[src/rtl/hgcal_fc_manager_counter_bank.sv]
// hgcal_fc_manager_counter_bank
// Bank of N_CH event counters for fast-control monitoring. All live counters
// are latched together by a single snapshot strobe, so the read port always
// presents a coherent set of counts. Each channel has a sticky overflow flag.
// Wrap or saturate is selected at elaboration time. A snapshot can optionally
// restart the live counters. An 8-bit sequence number counts snapshots.
module hgcal_fc_manager_counter_bank #(
  parameter int N_CH          = 8,
  parameter int WIDTH         = 32,
  parameter int SATURATE      = 0,
  parameter int CLEAR_ON_SNAP = 0,
  parameter int ADDR_W        = 6
) (
  input  logic              clk_count,
  input  logic              reset_n,
  input  logic [N_CH-1:0]   ce,
  input  logic              clear,
  input  logic              snapshot,
  input  logic [ADDR_W-1:0] rd_addr,
  output logic [WIDTH-1:0]  rd_data,
  output logic              rd_ovf,
  output logic [7:0]        snap_seq,
  output logic              snap_done
);

  localparam logic [WIDTH-1:0] CNT_MAX = '1;

  // Live counters and sticky overflow flags
  logic [WIDTH-1:0] cnt [N_CH];
  logic [N_CH-1:0]  ovf;

  // Snapshot registers, captured together on the strobe
  logic [WIDTH-1:0] snap_cnt_p0 [N_CH];
  logic [N_CH-1:0]  snap_ovf_p0;

  // Read-mux result feeding the registered read port
  logic [WIDTH-1:0] rd_mux_data;
  logic             rd_mux_ovf;

  // Next counter value: +1 when enabled, with wrap or saturate at all-ones
  function automatic logic [WIDTH-1:0] next_count(input logic [WIDTH-1:0] value,
                                                  input logic             en);
    logic [WIDTH-1:0] result;
    result = value;
    if (en) begin
      if (value == CNT_MAX) begin
        result = (SATURATE != 0) ? CNT_MAX : '0;
      end else begin
        result = value + 1'b1;
      end
    end
    return result;
  endfunction

  // Overflow event: an enabled count arriving while the counter is all-ones
  function automatic logic overflow_hit(input logic [WIDTH-1:0] value,
                                        input logic             en);
    return en && (value == CNT_MAX);
  endfunction

  // Live counting; clear wins over everything, then restart-on-snapshot
  always_ff @(posedge clk_count or negedge reset_n) begin
    if (!reset_n) begin
      for (int i = 0; i < N_CH; i++) begin
        cnt[i] <= '0;
      end
      ovf <= '0;
    end else begin
      for (int i = 0; i < N_CH; i++) begin
        if (clear) begin
          cnt[i] <= '0;
          ovf[i] <= 1'b0;
        end else if (snapshot && (CLEAR_ON_SNAP != 0)) begin
          // The event arriving with the strobe belongs to the next interval
          cnt[i] <= {{(WIDTH-1){1'b0}}, ce[i]};
          ovf[i] <= 1'b0;
        end else begin
          cnt[i] <= next_count(cnt[i], ce[i]);
          ovf[i] <= ovf[i] | overflow_hit(cnt[i], ce[i]);
        end
      end
    end
  end

  // Snapshot capture of pre-increment values, sequence count and done pulse
  always_ff @(posedge clk_count or negedge reset_n) begin
    if (!reset_n) begin
      for (int i = 0; i < N_CH; i++) begin
        snap_cnt_p0[i] <= '0;
      end
      snap_ovf_p0 <= '0;
      snap_seq    <= '0;
      snap_done   <= 1'b0;
    end else begin
      snap_done <= snapshot;
      if (snapshot) begin
        for (int i = 0; i < N_CH; i++) begin
          snap_cnt_p0[i] <= cnt[i];
        end
        snap_ovf_p0 <= ovf;
        snap_seq    <= snap_seq + 8'd1;
      end
    end
  end

  // Channel select; addresses beyond the bank read as zero
  always_comb begin
    rd_mux_data = '0;
    rd_mux_ovf  = 1'b0;
    for (int i = 0; i < N_CH; i++) begin
      if (rd_addr == ADDR_W'(i)) begin
        rd_mux_data = snap_cnt_p0[i];
        rd_mux_ovf  = snap_ovf_p0[i];
      end
    end
  end

  // Registered read port, one cycle behind rd_addr
  always_ff @(posedge clk_count or negedge reset_n) begin
    if (!reset_n) begin
      rd_data <= '0;
      rd_ovf  <= 1'b0;
    end else begin
      rd_data <= rd_mux_data;
      rd_ovf  <= rd_mux_ovf;
    end
  end

endmodule
[config.mk]
export PLATFORM = sky130hd
export DESIGN_NAME = hgcal_fc_manager_counter_bank
export DESIGN_NICKNAME = d
export VERILOG_FILES = /design/src/rtl/hgcal_fc_manager_counter_bank.sv
export SDC_FILE = /design/constraint.sdc
export NUM_CORES = 1
export LEC_CHECK = 0
export CORE_MARGIN = 10
export CORE_UTILIZATION = 40
export CTS_CLUSTER_DIAMETER = 50
export CTS_CLUSTER_SIZE = 20
export DETAILED_ROUTE_END_ITERATION = 10
export SETUP_SLACK_MARGIN = 0.02
export SKIP_CTS_REPAIR_TIMING = 1
export SKIP_LAST_GASP = 1
export SLEW_MARGIN = 0
export SYNTH_ARGS = -nofsm -noshare
export SYNTH_HDL_FRONTEND = slang
export SYNTH_SLANG_ARGS = --single-unit
[constraint.sdc]
create_clock -name clk_count -period 3.5 [get_ports clk_count]
set_input_delay 0.875 -clock clk_count [delete_from_list [all_inputs] [get_ports clk_count]]
set_output_delay 0.875 -clock clk_count [all_outputs]
set_load 0.05 [all_outputs]
; After elaboration in Yosys (flattened, before gate mapping)
; Cells that the tools add are included.
; Widths: inputs -> output; s select.
[word_totals]
ff_bits = 570
inputBits = 18
out_inout_bits = 42
[classes]
add_sub_neg = 9
eq_ne = 15
muxes = 48
bitwise = 8
reduce_logical = 17
[ops]
columns = op, n
row1 = $mux 32, 32
row2 = $add 32x1->32 const B, 8
row3 = $eq 32x32->1 const B, 8
row4 = $eq 6x3->1 const B, 4
row5 = $mux 1, 16
row6 = $reduce_bool 2->1, 8
row7 = $eq 6x2->1 const B, 2
row8 = $add 8x1->8 const B, 1
row9 = $logic_and 1x1->1, 8
row10 = $or 1x1->1, 8
row11 = $eq 6x1->1 const B, 1
row12 = $logic_not 6->1, 1

; Longest topological paths before layout
[logic_depth]
ltp_word = 9
mapped_depth = 9
mapped_depth_nobuf = 6

; Least setup slack after synthesis
; No wires, ideal clock.
[synth_path]
path_type = in2reg
from = in rd_addr[0]
to = reg rd_data[3]
setup_ns = 0.137
t_arrival_ns = 2.373
required_time_ns = 3.363
path_slack_ns = 0.990
cell_stages = 5
path_cell_list = buf_1 mux4_2 a22o_1 a211oi_1 a21oi_1
[synth_between]
elab_chain_len = 9
[synth_rtl]
columns = item, line
row1 = from (decl), 19  ; input logic [ADDR_W-1:0] rd_addr,
row2 = $logic_not 6->1, 111  ; if (rd_addr == ADDR_W'(i)) begin
row3 = $mux 32 (7 in a row), 111
row4 = $mux 32 (*), 111
row5 = via rd_mux_data[3], 37  ; logic [WIDTH-1:0] rd_mux_data;
row6 = to (signal assigned), 124  ; rd_data <= rd_mux_data;
row7 = to (decl), 20  ; output logic [WIDTH-1:0] rd_data,
; The timed path passes the listed nets; every way through them passes the cells marked *.
; A chain may end at the register's enable or synchronous reset.

; Worst setup path after layout
[layout_path]
from = reg rd_data[5]
to = out rd_data[5]
; No word-level cell between the ends.

==> run_results.csv <==
group,metric,value,unit
status,status,"completed",
layout,antenna_cells,0,
routing,num_vias,19501,
yosys,synth_edf_count,0,
power_and_ir_drop,vdd_drop_max,0.278,mV
yosys,synthTopCellsByArea,"dfrtp_1 53%, mux2_2 11%, nor2_1 3.6%",
power_and_ir_drop,power_density,493,nW/µm²
layout,final_util,0.467,
die,start_util,0.403,
yosys,yosys_register_bits,570,
worst_setup_path,cpMaxStageDelayCell,"clkdlybuf4s50_1",
worst_setup_path,required,2.62,ns
clock_tree,cts_tree,"done",
global_route,grt_use_total,0.197,
yosys,synth-adder-area-share,0.00417,
run,drv_cap,0,
worst_setup_path,start_kind,"flip-flop",
timing,setup_violations,0,
global_route,grt_pass1_vias,19083,
routing,first_pass_iters,5,
placement,dp_hpwl,56300,µm
timing,timing.hold.ws,0.250,ns
yosys,syn_area,27000,µm²
clock_tree,root_buffer,"clkbuf_16",
power_and_ir_drop,power_frac_seq,0.441,
yosys,synth-simple-area-share,0.164,
routing,wl,77300,µm
die,die_y,280,µm
timing,fin_crit_sh,0.802,
clock_tree,clockBufferDepth,3,
worst_setup_path,cp_top_family,"buffers and inverters",
timing,tns,0,ns
timing,slew_viol_final,0,
yosys,syn_nets,2422,
timing,max_freq,356,MHz
yosys,synth-xor-area-share,0.0600,
power_and_ir_drop,p_switching,3.86,mW
power_and_ir_drop,leakage,13.8,nW
global_route,gr-total-overflow,0,
global_route,grt_max_degree,84,
placement,port_buffers,59,
worst_setup_path,cp.arrival,1.93,ns
layout,area_growth,15.7,%
routing,viasPerCell,5.77,
yosys,synth_area_leader_cell,"dfrtp_1",
yosys,async_flop_share,1.00,
worst_hold_path,hold_class,"in -> async",
yosys,yosysMostFrequentCell,"dfrtp_1",
timing,maxSlewHeadroom,0.411,
clock_tree,htree_levels,3,
power_and_ir_drop,p_comb_frac,0.059,
placement,gp_congestion,0.927,
layout,drive_above_1_share,0.211,
timing,worstMarginPinSlew,0.875,ns
timing,grt_setup_unrepaired,"no",
power_and_ir_drop,pwr-share-clk,0.500,
die,die_x,280,µm
clock_tree,cts.sink_count,570,
timing,final.setup_skew,0.0292,ns
power_and_ir_drop,p_sw_frac,0.250,
clock_tree,clk_latency,0.62,ns
routing,route.detailed.drc,0,
timing,hold_violations,0,
yosys,yosysWarnings,0,
yosys,synth_top_family_by_area,"simple AND/OR/NAND/NOR gates",
layout,nets,2480,
worst_setup_path,max_stage_delay,0.85,ns
worst_setup_path,worstPathMaxFanout,1,
die,pin_count,60,
yosys,synth-compound-area-share,0.0697,
routing,drt_iter0_markers,1692,
yosys,avgSynthCellArea,11.3,µm²
worst_setup_path,path_cells,"clkdlybuf4s50_1",
worst_setup_path,crit_type,"reg -> out",
worst_setup_path,cp-end-kind,"output pin",
yosys,synthMuxAreaShare,0.148,
layout,fill_cells,6114,
power_and_ir_drop,p_int,11.6,mW
yosys,syn-instance-count,2395,
global_route,grt_pass1_wl,119000,µm
clock_tree,cts_made_buffers,70,
routing,ant_nets,0,
worst_setup_path,crit_buf_inv,1,
die,die_area,78400,µm²
routing,wl_per_cell,22.9,µm
timing,fin_crit,2.81,ns
clock_tree,clk_pin_slew,0.06,ns
die,rows,95,
yosys,ys.flop_type,"dfrtp_1",
yosys,synth_cell_types,75,
yosys,ys_seq_area_frac,0.528,
global_route,antenna_found_initial,1,
die,coreArea,67000,µm²
yosys,synth_top_area_frac,0.528,
yosys,ys_top_cells_by_count,"570 x dfrtp_1, 265 x mux2_2, 257 x nor2_1",
-- kinds of logic (layout without fill, tap and decap cells) --
family	after synthesis	after routing
AOI/OAI and AO/OA	274	274
DFF	570	570
and+or+nand+nor	859	859
adders and majority gates	9	9
xor gates and xnor gates	185	185
buffers and inverters	171	284
muxes	327	327
-- state kept, by name (all words and copies together), names as in the netlist --
signal,count
cnt,256
snap_seq,8
ovf,8
snap_ovf_p0,8
rd_data,32
snap_done,1
rd_ovf,1
snap_cnt_p0,256
-- placed cells by master (no fill, tap or decap), types with 10 or more instances in the layout --
| master | instances |
|---|---|
| o22ai_1 | 12 |
| and4_1 | 30 |
| a221oi_1 | 11 |
| clkinv_4 | 10 |
| nor3_1 | 48 |
| nand4_1 | 92 |
| mux2i_1 | 31 |
| a21oi_1 | 71 |
| buf_12 | 14 |
| a221o_1 | 11 |
| xor2_1 | 100 |
| clkbuf_16 | 73 |
| nand2_1 | 140 |
| inv_1 | 34 |
| buf_4 | 51 |
| dfrtp_1 | 570 |
| a22o_1 | 26 |
| nor4_1 | 33 |
| a31oi_1 | 13 |
| and3_1 | 39 |
| clkdlybuf4s50_1 | 54 |
| o21ai_0 | 54 |
| mux4_2 | 31 |
| nand3_1 | 112 |
| xnor2_1 | 85 |
| or3_1 | 23 |
| a211oi_1 | 11 |
| mux2_2 | 265 |
| nor2_1 | 257 |
| inv_6 | 10 |
-- through the flow --
stage | power, mW | instance area (µm²) | cells | setup WS, ns
floorplan | 7.39 | 27000 | 2395 | 0.990
global placement | 7.81 | 28800 | 3254 | 0.478
detailed placement | 7.83 | 28800 | 3254 | 0.436
CTS | 15.6 | 31300 | 3381 | 0.610
global route | 15.9 | 31300 | 3381 | 0.623
finish | 15.4 | 31300 | 3381 | 0.694
-- final timing paths --
path	start	end	slack [ns]	cells past startpoint
worst max register to register	cnt[103]	cnt[111]	0.93	6
worst max-delay path	rd_data[5]	rd_data[5]	0.69	1
min in group clk_count	snap_seq[7]	snap_seq[7]	0.48	1
max in group asynchronous	reset_n	cnt[192]	2.23	2
worst min-delay path	reset_n	cnt[121]	0.25	1
worst min register to register	snap_seq[7]	snap_seq[7]	0.48	1
-- area by class of cell --
class / count / area (µm²) / share of cell area
inverter: 35 / 131 / 0.00420
sequential: 570 / 14300 / 0.456
tap: 873 / 1090 / 0.0349
multi-input combinational: 1654 / 12100 / 0.386
clock inverter: 47 / 571 / 0.0182
timing repair buffer: 122 / 1240 / 0.0396
clock buffer: 80 / 1910 / 0.0612
-- power by group through the flow --
stage | clock network (mW) | logic, mW | registers [mW]
CTS | 7.86 | 0.923 | 6.79
detailed placement | 0 | 0.922 | 6.91
floorplan | 0 | 0.372 | 7.02
global route | 8.15 | 0.984 | 6.79
global placement | 0 | 0.903 | 6.90
finish | 7.71 | 0.909 | 6.79
-- layer usage --
metal	routed length [µm]	vias to the layer above	global-route usage	share of wire
li1	-	8826	-	-
met1	33900	9932	0.264	0.44
met2	36100	614	0.312	0.47
met3	4820	127	0.0409	0.062
met4	2540	2	0.0664	0.033
met5	11	-	0	0.00014
Note: power is estimated with default switching activity, not from simulation.
